$ cat config.mk
export PLATFORM = sky130hd
export DESIGN_NAME = car_collision_manager
export DESIGN_NICKNAME = d
export VERILOG_FILES = /design/src/rtl/car_collision_manager.sv
export SDC_FILE = /design/constraint.sdc
export NUM_CORES = 1
export LEC_CHECK = 0
export BUFFER_PORTS_ARGS = -buffer_cell sky130_fd_sc_hd__buf_2
export CORE_ASPECT_RATIO = 0.6
export CORE_MARGIN = 10
export CORE_UTILIZATION = 45
export DETAILED_ROUTE_END_ITERATION = 7
export PLACE_DENSITY = 0.75
export SYNTH_ARGS = -nofsm -noshare
export SYNTH_HDL_FRONTEND = slang
export SYNTH_SLANG_ARGS = --single-unit
$ cat constraint.sdc
create_clock -name clk -period 2.6 [get_ports clk]
set_input_delay 0.26 -clock clk [delete_from_list [all_inputs] [get_ports clk]]
set_output_delay 0.26 -clock clk [all_outputs]
set_load 0.02 [all_outputs]
$ cat src/rtl/car_collision_manager.sv
// car_collision_manager
//   Compares the player and AI car boxes once per video frame and runs the
//   crash / grace / game-over sequence.
//   Optional build macro: COLLISION_SPEED_SCALED_CRASH_EN. When defined, the
//   crash stop time is extended by player_speed/64 frames, with the speed
//   sampled on the hit frame.
// Ports:
//   clk, resetN      clock, asynchronous active-low reset
//   frame_start      one-clk pulse per video frame
//   player_state     {img_id, x, y, width, height}, 11-bit unsigned each
//   ai_state         same format, from the AI car controller
//   player_speed     current player speed (optional feature only)
//   collision_pulse  one-clk pulse per accepted hit
//   crashed          high while stopped after a hit
//   invulnerable     high during the post-crash grace period
//   lives            remaining lives
//   game_over        sticky, high once lives reach 0
//   speed_limit      ceiling applied to player speed
module car_collision_manager #(
    parameter int         NUM_LIVES    = 3,
    parameter int         CRASH_FRAMES = 60,
    parameter int         GRACE_FRAMES = 90,
    parameter int         MARGIN       = 4,
    parameter logic [9:0] SPEED_MAX    = 10'd1023
) (
    input  logic             clk,
    input  logic             resetN,
    input  logic             frame_start,
    input  logic [0:4][0:10] player_state,
    input  logic [0:4][0:10] ai_state,
    input  logic [0:9]       player_speed,
    output logic             collision_pulse,
    output logic             crashed,
    output logic             invulnerable,
    output logic [2:0]       lives,
    output logic             game_over,
    output logic [9:0]       speed_limit
);

    typedef enum logic [1:0] {
        DRIVE = 2'd0,
        CRASH = 2'd1,
        GRACE = 2'd2,
        OVER  = 2'd3
    } state_t;

    localparam logic [11:0] MARGIN_W = 12'(MARGIN);
    localparam logic [11:0] MIN_SIZE = 12'(2 * MARGIN);

    state_t      state_q, state_d;
    logic [15:0] cnt_q, cnt_d;
    logic [2:0]  lives_q, lives_d;
    logic        pulse_q, pulse_d;
    logic        crashed_q, crashed_d;
    logic        invuln_q, invuln_d;
    logic        over_q, over_d;
    logic [9:0]  speed_q, speed_d;

    // Widen every field to 12 bits so sums never wrap.
    logic [11:0] p_x_s, p_y_s, p_w_s, p_h_s;
    logic [11:0] a_x_s, a_y_s, a_w_s, a_h_s;
    logic        degenerate_s, hit_s;
    logic [15:0] crash_load_s;
    logic        unused_s;

    assign p_x_s = {1'b0, player_state[1]};
    assign p_y_s = {1'b0, player_state[2]};
    assign p_w_s = {1'b0, player_state[3]};
    assign p_h_s = {1'b0, player_state[4]};
    assign a_x_s = {1'b0, ai_state[1]};
    assign a_y_s = {1'b0, ai_state[2]};
    assign a_w_s = {1'b0, ai_state[3]};
    assign a_h_s = {1'b0, ai_state[4]};

    // A box no larger than both margins has no hitbox left; this also keeps
    // the "+ size - MARGIN" terms below from underflowing.
    assign degenerate_s = (p_w_s <= MIN_SIZE) || (p_h_s <= MIN_SIZE) ||
                          (a_w_s <= MIN_SIZE) || (a_h_s <= MIN_SIZE);

    assign hit_s = !degenerate_s &&
                   (p_x_s + MARGIN_W < a_x_s + a_w_s - MARGIN_W) &&
                   (a_x_s + MARGIN_W < p_x_s + p_w_s - MARGIN_W) &&
                   (p_y_s + MARGIN_W < a_y_s + a_h_s - MARGIN_W) &&
                   (a_y_s + MARGIN_W < p_y_s + p_h_s - MARGIN_W);

`ifdef COLLISION_SPEED_SCALED_CRASH_EN
    // player_speed/64 is its top four bits (bit 0 is the MSB).
    assign crash_load_s = 16'(CRASH_FRAMES) + {12'd0, player_speed[0:3]};
    assign unused_s     = ^{player_state[0], ai_state[0], player_speed[4:9]};
`else
    assign crash_load_s = 16'(CRASH_FRAMES);
    assign unused_s     = ^{player_state[0], ai_state[0], player_speed};
`endif

    // State register and registered outputs.
    always_ff @(posedge clk or negedge resetN) begin
        if (!resetN) begin
            state_q   <= DRIVE;
            cnt_q     <= 16'd0;
            lives_q   <= 3'(NUM_LIVES);
            pulse_q   <= 1'b0;
            crashed_q <= 1'b0;
            invuln_q  <= 1'b0;
            over_q    <= 1'b0;
            speed_q   <= SPEED_MAX;
        end else begin
            state_q   <= state_d;
            cnt_q     <= cnt_d;
            lives_q   <= lives_d;
            pulse_q   <= pulse_d;
            crashed_q <= crashed_d;
            invuln_q  <= invuln_d;
            over_q    <= over_d;
            speed_q   <= speed_d;
        end
    end

    // Next-state logic; advances only on frame_start.
    always_comb begin
        state_d = state_q;
        cnt_d   = cnt_q;
        lives_d = lives_q;
        pulse_d = 1'b0;
        if (frame_start) begin
            case (state_q)
                DRIVE: begin
                    if (hit_s) begin
                        pulse_d = 1'b1;
                        lives_d = (lives_q != 3'd0) ? lives_q - 3'd1 : 3'd0;
                        if (lives_q <= 3'd1) begin
                            state_d = OVER;
                            cnt_d   = 16'd0;
                        end else begin
                            state_d = CRASH;
                            cnt_d   = crash_load_s;
                        end
                    end else begin
                        state_d = DRIVE;
                    end
                end
                CRASH: begin
                    if (cnt_q <= 16'd1) begin
                        state_d = GRACE;
                        cnt_d   = 16'(GRACE_FRAMES);
                    end else begin
                        cnt_d = cnt_q - 16'd1;
                    end
                end
                GRACE: begin
                    // The hit test is not consulted here, so a hit on the
                    // leaving frame is dropped.
                    if (cnt_q <= 16'd1) begin
                        state_d = DRIVE;
                        cnt_d   = 16'd0;
                    end else begin
                        cnt_d = cnt_q - 16'd1;
                    end
                end
                OVER: begin
                    lives_d = 3'd0;
                end
                default: begin
                    state_d = DRIVE;
                    cnt_d   = 16'd0;
                end
            endcase
        end else begin
            state_d = state_q;
        end
    end

    // Output decode from the next state so flags register with the state.
    always_comb begin
        crashed_d = 1'b0;
        invuln_d  = 1'b0;
        over_d    = 1'b0;
        speed_d   = SPEED_MAX;
        case (state_d)
            DRIVE: speed_d = SPEED_MAX;
            CRASH: begin
                crashed_d = 1'b1;
                speed_d   = 10'd0;
            end
            GRACE: invuln_d = 1'b1;
            OVER: begin
                over_d  = 1'b1;
                speed_d = 10'd0;
            end
            default: speed_d = SPEED_MAX;
        endcase
    end

    assign collision_pulse = pulse_q;
    assign crashed         = crashed_q;
    assign invulnerable    = invuln_q;
    assign lives           = lives_q;
    assign game_over       = over_q;
    assign speed_limit     = speed_q;

endmodule

* Word level (Yosys, flattened, before mapping)
Cells that the tools add are included.
** Operators by class
- Mux-type cells :: 21
- Divide/modulo/power cells :: 0
- Bitwise logic cells :: 0
- Magnitude comparators :: 10
- Equal/unequal tests :: 7
- Add/sub/neg operators :: 14
- Reduce and logical (&&, ||, !) cells :: 15
- Shift-type cells :: 0
- Multipliers :: 0
** Operators by type and width (number)
- adder 11 x 11 -> 12 bit :: 4
- adder 11 x 3 -> 12 bit (second input constant) :: 4
- less-than comparator 12 bit :: 4
- two-way mux 16 bit :: 3
- case mux 16 bit (3 select lines) :: 1
- subtractor 12 x 3 -> 12 bit (second input constant) :: 4
- <= comparator 11 x 4 -> 1 bit (second input constant) :: 4
- <= comparator 16 x 1 -> 1 bit (second input constant) :: 1
- subtractor 16 x 1 -> 16 bit (second input constant) :: 1
- two-way mux 10 bit :: 1
- two-way mux 2 bit :: 5
- equality test 2 bit (second input constant) :: 4
- two-way mux 1 bit :: 6
- two-way mux 3 bit :: 2
- two-way mux 6 bit :: 1
- case mux 2 bit (3 select lines) :: 1
- case mux 3 bit (2 select lines) :: 1
- AND reduction 3 bit :: 2
- nonzero test 3 bit :: 2
- equality test 2 x 1 -> 1 bit (second input constant) :: 2
- logical AND 1 bit :: 4
- <= comparator 3 x 1 -> 1 bit (second input constant) :: 1
- logical OR 1 bit :: 3
- subtractor 3 x 1 -> 3 bit (second input constant) :: 1
- other kinds (5) :: 5
** Storage, ports and cells
- ROM bits :: 0
- Bits in registers :: 35
- Input bits :: 123
- Bits in latches :: 0
- Memory bits (writable) :: 0
- Memories :: 0
- Word-level logic and storage cells :: 75

* Depth between registers and ports, before layout
Gate-level depths: netlist of run 1.
- Word-level depth :: 15
- Mapped depth :: 21
- Gate-level depth less buffers :: 19

* Worst setup path after synthesis of run 1
OpenSTA, ideal clock, no wires.
- Path kind :: input-to-reg
- Start :: in ai_state[1] (netlist name)
- End :: reg cnt_q[13]
- Stages :: 20
- Data arrival time :: 4.575 ns
- Data required time :: 2.490 ns
- Path slack :: -2.086 ns
- Buffers on the path :: 2
- Cell sequence :: ha_1 ha_1 fa_1 a21o_1 a21oi_1 o21bai_1 a2111oi_0 o31ai_1 a21oi_1 xor2_1 ha_1 nand4_1 or3b_2 o32ai_1 a2111o_1 o31a_1 clkbuf_1 clkbuf_1 o31ai_1 o41ai_1
** On the way
- Word-level cells in the longest chain between the ends :: 9
- Elaborated cells on any way between the ends :: 12
** RTL lines
- from (decl) :: line 30 : input logic [0:4][0:10] ai_state,
- branches (longest 5 deep; another with adder 11 x 11 -> 12 bit)
- logical AND 1 bit * :: line 82 : (a_x_s + MARGIN_W < p_x_s + p_w_s - MARGIN_W) &&
- logical AND 1 bit * :: line 83 : (p_y_s + MARGIN_W < a_y_s + a_h_s - MARGIN_W) &&
- inequality test 2 bit (no line) *
- AND reduction 3 bit (no line) *
- to (signal assigned) :: line 108 : cnt_q <= cnt_d;
- to (decl) :: line 51 : logic [15:0] cnt_q, cnt_d;
Mark *: on every way between the ends.
A chain may end at the register's enable or synchronous reset.

* Worst setup path after layout of run 1
- Start :: in ai_state[12] (netlist name)
- End :: reg cnt_q[13]
** On the way
- Word-level cells in the longest chain between the ends :: 10
- Elaborated cells on any way between the ends :: 13
** RTL lines
- branches (longest 4 deep; another with adder 11 x 11 -> 12 bit)
- logical AND 1 bit * :: line 80 : assign hit_s = !degenerate_s &&
- logical AND 1 bit * :: line 81 : (p_x_s + MARGIN_W < a_x_s + a_w_s - MARGIN_W) &&
- logical AND 1 bit * :: line 82
- logical AND 1 bit * :: line 83
- inequality test 2 bit (no line) *
- AND reduction 3 bit (no line) *
Marks and branches as above.

==> results.toml, run 1 <==
[run_status]
outcome = "complete, but fails checks"
failed_checks = "negative setup slack"

[power_and_ir_drop]
p_int_w = 0.00303
leakage_nw = 4.74
share_seq_of_total_power_pct = 12.1
switching_share_pct = 47.3
ir_drop_mv = 0.427
power.switching_w = 0.00272
p_clk_share_pct = 7.9
power.density_nw_per_um2 = 668
power_frac_comb_pct = 80.1

[cells_and_area]
finalNonFillerCells = 1242
final_cell_mix = "191 x buf_4, 170 x inv_1, 132 x ha_1"
nets = 1338
areaGrowthSynthToFinish_pct = 46.8
drive_gt1_share_pct = 35.4
final_common_cell = "buf_4"
fill_cells = 1036
diodes = 0

[clock_network]
clk_pin_slew_ps = 60
cts_tree = "done"
numCtsBuffers = 3
clk_latency_ps = 270
numClockSinks = 26
h-tree-depth = 1
cts.path.max_buffers = 2
cts_hold_buffers = 0
clock-root-buffer = "clkbuf_16"

[timing]
setup_viol_count_final = 26
clock_skew_ps = 2.53
hold_slack_ps = 0.667
hold_viol = 0
fmax_ghz = 0.228
period_needed_ps = 4380
rsz0062_at_grt = "yes"
worst_pin_slew_ps = 603
setup_ws_ps = -1780
post-route-period-util_pct = 168
finalMaxSlewViolations = 0
max-slew-margin-rel_pct = 59.4

[critical_path]
startpoint_type = "input pin"
cp-end-kind = "flip-flop"
path_max_fanout = 10
arrival_ps = 4520
worstPathRequired_ps = 2740
crit_type = "in2reg"

[floorplanning]
die_area_um2 = 18200
placeableCoreArea_um2 = 12800
io_pins = 140
num_rows = 32
fp.dieH_um = 108
start_util_pct = 45.8
die_x_um = 167

[drt]
ant_nets = 0
routed_wirelength_um = 18700
drt-pass1-iter-count = 5
wire_per_inst_um = 15.1
vias = 6477
route.detailed.drc = 0
avgViaCountPerCell = 5.21
dr.first_iter.drc_count = 363

[place]
gp_congestion = 0.905
dpl_worst_slack_ps = -2120
io_buffer_count = 107
dpl.hpwl_um = 15400
place_inst = 1221

[synthesis]
synth_top_flop_cell = "dfrtp_1"
ys_seq_area_share_pct = 11.2
synth_edf_count = 0
synth_nets = 1044
synth_compound_area_share_pct = 16.9
synth_cell_types = 65
synth.ff_latch_count = 26
syn_area_um2 = 5870
async_flop_share_pct = 100
synth_top_family_by_area = "adder cells"
postSynthCellCount = 779
synth-simple-area-share_pct = 19.1
yosysWarnings = 0
post_synth_xor_area_fraction_pct = 8.51
yosys.area_share.adder_pct = 30.8
muxShareOfSynthArea_pct = 0.704
syn_area_per_cell_um2 = 7.53

[global_route]
antenna_found_initial = 1
grt_pass1_vias = 6272
grt_overflow_total = 0
grt_usage_pct = 18.9
grt_max_degree = 27
grt_pass1_wl_um = 29400

[job]
maxCapViolations = 0

[min_path]
min_path_type = "in2async"
state kept, by name, summed over array words and instances (netlist names), named ones only:
name and count:
game_over 1, cnt_q 16, invulnerable 1, lives 3
collision_pulse 1, state_q 1, crashed 1, speed_limit 1
power by group through the flow:
stage          sequential, W  clock (W)  combinational (W)
2_1_floorplan       0.000720          0            0.00238
3_3_place_gp        0.000671          0            0.00377
3_5_place_dp        0.000678          0            0.00386
4_1_cts             0.000680   0.000460            0.00428
5_1_grt             0.000718   0.000473            0.00500
6_report            0.000695   0.000453            0.00461
path summary, 6_finish.rpt:
kind | from | end | slack [ps] | cells after the start
hold reg to reg | cnt_q[14] | cnt_q[14] | 500 | 1
max in group asynchronous | resetN | async pin | 2210 | 1
min in group clk | frame_start | collision_pulse | 300 | 2
setup reg to reg | cnt_q[10] | game_over | -410 | 8
hold / removal | resetN | cnt_q[14] | 0.7 | 1
setup / recovery | ai_state[12] | cnt_q[13] | -1780 | 21
per-layer routing:
metal / up-vias / share of wire (%) / global-route usage (%) / wire length, µm
met2: 200 / 46 / 32.1 / 8610
met4: 2 / 1.4 / 3.84 / 255
met5: - / 0.11 / 0 / 20
met3: 23 / 6.6 / 2.83 / 1240
met1: 2974 / 46 / 25.0 / 8620
li1: 3278 / - / - / -
what timing repair did:
action / 4_1_cts / 5_1_grt
buffers inserted: 12 / 6
pin swaps: 28 / 23
endpoints found under the setup margin: 26 / 26
cloned: 1 / 0
resized for setup: 40 / 36
critical path, cell delays in order:
cell      delay, ps
buf_2           120
ha_1            300
ha_1            240
fa_1            410
a21o_1          220
a21oi_2         160
nor2b_1          60
o21a_1          200
nor4_2          200
nor2_1          110
o211a_1         240
ha_1            310
buf_4           150
nand4_1         170
nand2b_4        180
o41ai_4          90
buf_12          140
o31a_1          390
buf_6           210
o31ai_4         270
o41ai_4         110
synthesized netlist by cell type, drive strengths merged, types with 16 or more instances:
master | n | share of area (%)
dfrtp | 23 | 9.8
a21oi | 36 | 3.1
xor2 | 23 | 3.4
o21ai | 19 | 1.6
ha | 138 | 29
nand2 | 24 | 1.5
nor4 | 16 | 1.7
nor3 | 20 | 1.7
o31ai | 19 | 2.4
nand3 | 37 | 3.2
xnor2 | 34 | 5.1
inv | 170 | 11
nor2 | 58 | 3.7
cells by family (layout without fill, tap and decap cells):
family / Yosys count / after routing
DFF: 26 / 26
muxes: 4 / 4
adders and majority gates: 142 / 142
xor gates and xnor gates: 57 / 57
and+or+nand+nor: 217 / 218
buffers and inverters: 190 / 482
AOI/OAI and AO/OA: 143 / 143
stage by stage:
step	total power [W]	setup TNS (ps)	cell area [µm²]	util [%]
6_report	0.00576	-41950	8610	67.2
5_1_grt	0.00619	-46750	8610	67.2
4_1_cts	0.00542	-41100	8400	65.6
3_5_place_dp	0.00454	-50400	7990	62.3
3_3_place_gp	0.00444	-46890	7990	62.3
2_1_floorplan	0.00309	-38250	5960	-
area by class of cell:
class | instances | area (µm²) | share of cell area [%]
clock buffer | 3 | 75.1 | 0.872
clock inverter | 1 | 30.0 | 0.349
inverter | 170 | 638 | 7.41
multi-input combinational | 564 | 4870 | 56.5
sequential | 26 | 654 | 7.60
tap | 170 | 213 | 2.47
timing repair buffer | 308 | 2130 | 24.8
Note: power is estimated with default switching activity, not from simulation.
==> inputs of run 2 (changes only) <==
CTS_BUF_LIST = sky130_fd_sc_hd__clkbuf_4 sky130_fd_sc_hd__clkbuf_8   (was not set)
==> run 2 against run 1 <==
Net effect:
- the run still ends with negative setup slack left
- largest cell class unchanged
- die area unchanged
- critical path type unchanged
- largest power group unchanged
- fmax increased by 1.5%
- utilization decreased by 0.37 points
==> results.toml, run 2 (same netlist as run 1, synthesis figures left out) <==
[run_status]
outcome = "complete, but fails checks"
failed_checks = "negative setup slack"

[timing]
worst_pin_slew_ps = 614
finalMaxSlewViolations = 0
fmax_ghz = 0.232
hold_slack_ps = 281
post-route-period-util_pct = 166
period_needed_ps = 4310
rsz0062_at_grt = "yes"
setup_viol_count_final = 26
clock_skew_ps = 2.26
setup_ws_ps = -1710
max-slew-margin-rel_pct = 58.7
hold_viol = 0

[clock_network]
clk_pin_slew_ps = 90
clk_latency_ps = 270
cts.path.max_buffers = 2
numClockSinks = 26
cts_tree = "done"
h-tree-depth = 1
numCtsBuffers = 3
clock-root-buffer = "clkbuf_8"

[critical_path]
r2r_cells = 8
cpPeakStageDelay_ps = 380
cp-end-kind = "flip-flop"
cp_slowest_cell = "o31a_1"
crit_type = "in2reg"
rrSetupSlack_ps = -350
timing.rr.start = "cnt_q[10]"
crit_chain = "buf_2, ha_1, ha_2, fa_2, a21o_1, a21oi_2, nor2b_1, o21a_1, nor4_2, nor2_1, o211a_1, ha_1, buf_4, nand4_1, nand2b_4, o41ai_4, clkbuf_16, o31a_1, buf_6, o31ai_2, o41ai_4"
path_max_fanout = 10
worstPathRequired_ps = 2750
rr_endpoint = "game_over"
arrival_ps = 4460
startpoint_type = "input pin"

[cells_and_area]
final_cell_mix = "192 x buf_4, 170 x inv_1, 131 x ha_1"
multiInputGateArea_um2 = 4830
fill_cells = 1032
top_register = "cnt_q"
final_common_cell = "buf_4"
diodes = 0
largest_reg_flops = 16
drive_gt1_share_pct = 35.3
areaGrowthSynthToFinish_pct = 46.0
regArea_um2 = 654
nets = 1340

[global_route]
grt_pass1_vias = 6249
grt_pass1_wl_um = 29000
grt_usage_pct = 18.6
antenna_found_initial = 1
grt_overflow_total = 0
grt_max_degree = 27

[min_path]
worstHoldPathCells = 2
min_path_type = "in2reg"
hp-start = "frame_start"
whs_endpoint = "collision_pulse"

[power_and_ir_drop]
p_clk_share_pct = 6.0
ir_drop_mv = 0.412
power.switching_w = 0.00263
power.density_nw_per_um2 = 650
p_int_w = 0.00294
switching_share_pct = 47.3
power_frac_comb_pct = 81.6
p_total_w = 0.00557
leakage_nw = 4.73
share_seq_of_total_power_pct = 12.4

[floorplanning]
fp.dieH_um = 108
placeableCoreArea_um2 = 12800
io_pins = 140
die_x_um = 167
num_rows = 32
die_area_um2 = 18200
start_util_pct = 45.8

[place]
dpl.hpwl_um = 15400
io_buffer_count = 107
dpl_worst_slack_ps = -2120
gp_congestion = 0.905

[drt]
drt-pass1-iter-count = 5
dr.first_iter.drc_count = 398
avgViaCountPerCell = 5.18
ant_nets = 0
wire_per_inst_um = 14.7
vias = 6443
routed_wirelength_um = 18300
route.detailed.drc = 0

[job]
maxCapViolations = 0
## run 2: cell types whose count changed in the layout (fill, tap and decap cells not counted), moves of 2 or more
cell,previous run,this run
clkbuf_16,3,1
clkbuf_8,0,3
o21ai_1,4,6
o31ai_1,6,8
o31ai_4,5,3
## run 2: metal layers
layer	vias to the layer above	global-route usage (%)	wire length [µm]
met1	2939	25.0	8650
met5	-	0	20
met3	16	2.43	1120
met4	2	3.03	190
met2	197	31.6	8340
li1	3289	-	-
## run 2: critical path: cells and delay by family
| kind | cells | cell delay (ps) |
|---|---|---|
| AOI/OAI and AO/OA | 8 | 1650 |
| adders and majority gates | 4 | 1170 |
| buffers and inverters | 4 | 620 |
| and+or+nand+nor | 5 | 740 |
## run 2: metrics by stage
step                      setup TNS (ps)  cell area (µm²)  util (%)  cells
after floorplan                   -38250             5960         -    779
after global placement            -46890             7990      62.3   1221
after detailed placement          -50400             7990      62.3   1221
after CTS                         -40700             8370      65.3   1239
after global routing              -46240             8560      66.8   1244
final                             -40560             8560      66.8   1244
## run 2: worst max path at each step
stage                      from   endpoint
2_1_floorplan       ai_state[1]   cnt_q[4]
3_3_place_gp       ai_state[12]   cnt_q[4]
3_5_place_dp   player_state[12]   cnt_q[7]
4_1_cts            ai_state[23]   cnt_q[7]
5_1_grt        player_state[34]   cnt_q[7]
6_report           ai_state[12]  cnt_q[13]
## run 2: timing repair
item                                    in CTS  in global routing
hold buffers                                 1                  0
setup buffers                               12                  7
pin swaps                                   29                 27
hold endpoints to repair                    12                  0
cloned                                       1                  0
gates resized for setup                     38                 34
endpoints found under the setup margin      26                 26
## run 2: cell type report
| cell class | count | share of cell area, % |
|---|---|---|
| repair buffers | 310 | 25.2 |
| flip-flops and latches | 26 | 7.64 |
| clock buffers | 3 | 0.482 |
| inverters | 170 | 7.45 |
| well taps | 170 | 2.48 |
| clock inverters | 1 | 0.351 |
| multi-input cells | 564 | 56.4 |
## run 2: power groups by stage
stage / combinational [W] / sequential [W] / clock, W
3_3_place_gp: 0.00377 / 0.000671 / 0
6_report: 0.00455 / 0.000689 / 0.000334
3_5_place_dp: 0.00386 / 0.000678 / 0
4_1_cts: 0.00428 / 0.000679 / 0.000344
2_1_floorplan: 0.00238 / 0.000720 / 0
5_1_grt: 0.00494 / 0.000709 / 0.000358
==> inputs of run 3 (changes only) <==
CORE_MARGIN = not set   (was 10)
==> run 3 against run 2 <==
Net effect:
- the run still ends with negative setup slack left
- die area fell by 26%
- register-to-register slack improved by 60 ps
- sequential share of layout area fell by 0.17 points
- fmax fell by 1.7%
- wire length rose by 7.7%
- worst hold slack improved by 7.6 ps
- clock power rose by 2%
- flip-flop and latch count did not move
- sequential power barely moved
- power rose by 3.1%
- first-iteration DRC count rose by 12%
- largest power group unchanged
- highest routed layer is now met4
==> results.toml, run 3 (same netlist as run 1, synthesis figures left out) <==
[global_route]
antenna_found_initial = 0
grt_overflow_total = 0
grt_pass1_vias = 6557
grt_usage_pct = 27.1
grt_max_degree = 27
grt_pass1_wl_um = 30200

[floorplanning]
start_util_pct = 47.4
fp.dieH_um = 90.4
die_area_um2 = 13500
io_pins = 140
die_x_um = 149
num_rows = 31
placeableCoreArea_um2 = 12400

[timing]
period_needed_ps = 4390
finalMaxSlewViolations = 0
clock_skew_ps = 3.96
fmax_ghz = 0.228
worst_pin_slew_ps = 596
setup_ws_ps = -1790
post-route-period-util_pct = 169
max-slew-margin-rel_pct = 60.3
rsz0062_at_grt = "yes"
hold_viol = 0
setup_viol_count_final = 26

[place]
place_area_um2 = 7970
gp_congestion = 0.935
dpl.hpwl_um = 14500
io_buffer_count = 107

[cells_and_area]
diodes = 0
final_common_cell = "buf_4"
largest_reg_flops = 16
top_register = "cnt_q"
drive_gt1_share_pct = 37.7
nets = 1351
areaGrowthSynthToFinish_pct = 49.3
fin_area_um2 = 8760
final_cell_mix = "204 x buf_4, 167 x inv_1, 127 x ha_1"

[drt]
drt-pass1-iter-count = 5
vias = 6797
ant_nets = 0
route.detailed.drc = 0
dr.first_iter.drc_count = 445
wire_per_inst_um = 15.8
routed_wirelength_um = 19700
avgViaCountPerCell = 5.44

[critical_path]
path_max_fanout = 4
cp-end-kind = "flip-flop"
arrival_ps = 4540
crit_type = "in2reg"
worstPathRequired_ps = 2760
startpoint_type = "input pin"

[clock_network]
cts_tree = "done"
numClockSinks = 26
cts.path.max_buffers = 2
clock-root-buffer = "clkbuf_8"
numCtsBuffers = 3
clk_pin_slew_ps = 90
h-tree-depth = 1
clk_latency_ps = 270

[power_and_ir_drop]
leakage_nw = 4.77
power.density_nw_per_um2 = 656
p_total_w = 0.00574
ir_drop_mv = 0.437

[run_status]
failed_checks = "negative setup slack"
outcome = "complete, but fails checks"

[min_path]
min_path_type = "in2reg"

[job]
maxCapViolations = 0
-- run 3: cell types whose count changed in the layout (fill, tap and decap cells not counted), sizes merged --
cell and change:
buf +12, nand3 -1
-- run 3: cell type report --
class                   instances  area (µm²)
inverters                     170         638
clock inverters                 1        30.0
clock buffers                   3        41.3
multi-input cells             563        4940
flip-flops and latches         26         654
repair buffers                322        2250
fillers                       886        3610
well taps                     165         206
-- run 3: worst max-delay path, stage by stage --
cell	delay (ps)
buf_8	100
ha_4	230
ha_4	160
fa_2	360
a21o_1	190
a21oi_2	190
o21bai_2	120
a2111oi_4	400
buf_4	180
nor2_1	60
xnor2_1	180
ha_1	340
nand4_1	140
or3b_4	420
o32ai_2	260
a2111o_1	230
buf_6	130
o31ai_4	60
buf_4	160
buf_4	150
o211ai_1	100
nand3_1	120
-- run 3: timing repair --
item | in CTS | in global routing
pin swaps | 44 | 34
endpoints found under the hold margin | 23 | 0
cloned | 1 | 0
hold buffers | 1 | 0
setup endpoints to repair | 26 | 26
buffers inserted | 18 | 12
resized for setup | 63 | 37
-- run 3: final timing paths --
| path | cells after the start | end | start | slack [ps] |
|---|---|---|---|---|
| worst max-delay path | 22 | cnt_q[2] | ai_state[23] | -1790 |
| worst min-delay path | 2 | collision_pulse | frame_start | 290 |
| worst max register to register | 8 | game_over | cnt_q[10] | -290 |
| worst min register to register | 1 | cnt_q[14] | cnt_q[14] | 500 |
| max in group asynchronous | 2 | async pin | resetN | 1700 |
| min in group asynchronous | 2 | cnt_q[11] | resetN | 510 |
-- run 3: layer usage --
metal / GRT usage, % / vias to the layer above / wire length, µm
met1: 37.7 / 3148 / 9130
li1: - / 3312 / -
met3: 3.23 / 60 / 1260
met4: 6.12 / 0 / 501
met2: 44.3 / 277 / 8840
met5: 0 / - / 0
-- run 3: stage by stage --
stage	setup slack [ps]	hold WS, ps	TNS, ps	util, %	cells
after global placement	-1900	289	-46260	64.4	1216
after detailed placement	-2130	289	-49720	64.4	1216
final	-1790	288	-44290	70.8	1250
after CTS	-1640	283	-39670	68.5	1238
after floorplan	-1700	-35.6	-38250	-	779
after global routing	-1830	301	-45250	70.8	1250
-- run 3: report_power, final --
part	switching, W	internal (W)	total [W]	leakage (nW)
Combinational	0.00252	0.00220	0.00471	4.40
Clock	0.000134	0.000206	0.000340	0.0357
Sequential	0.000128	0.000561	0.000690	0.341
Total	0.00278	0.00297	0.00574	4.77
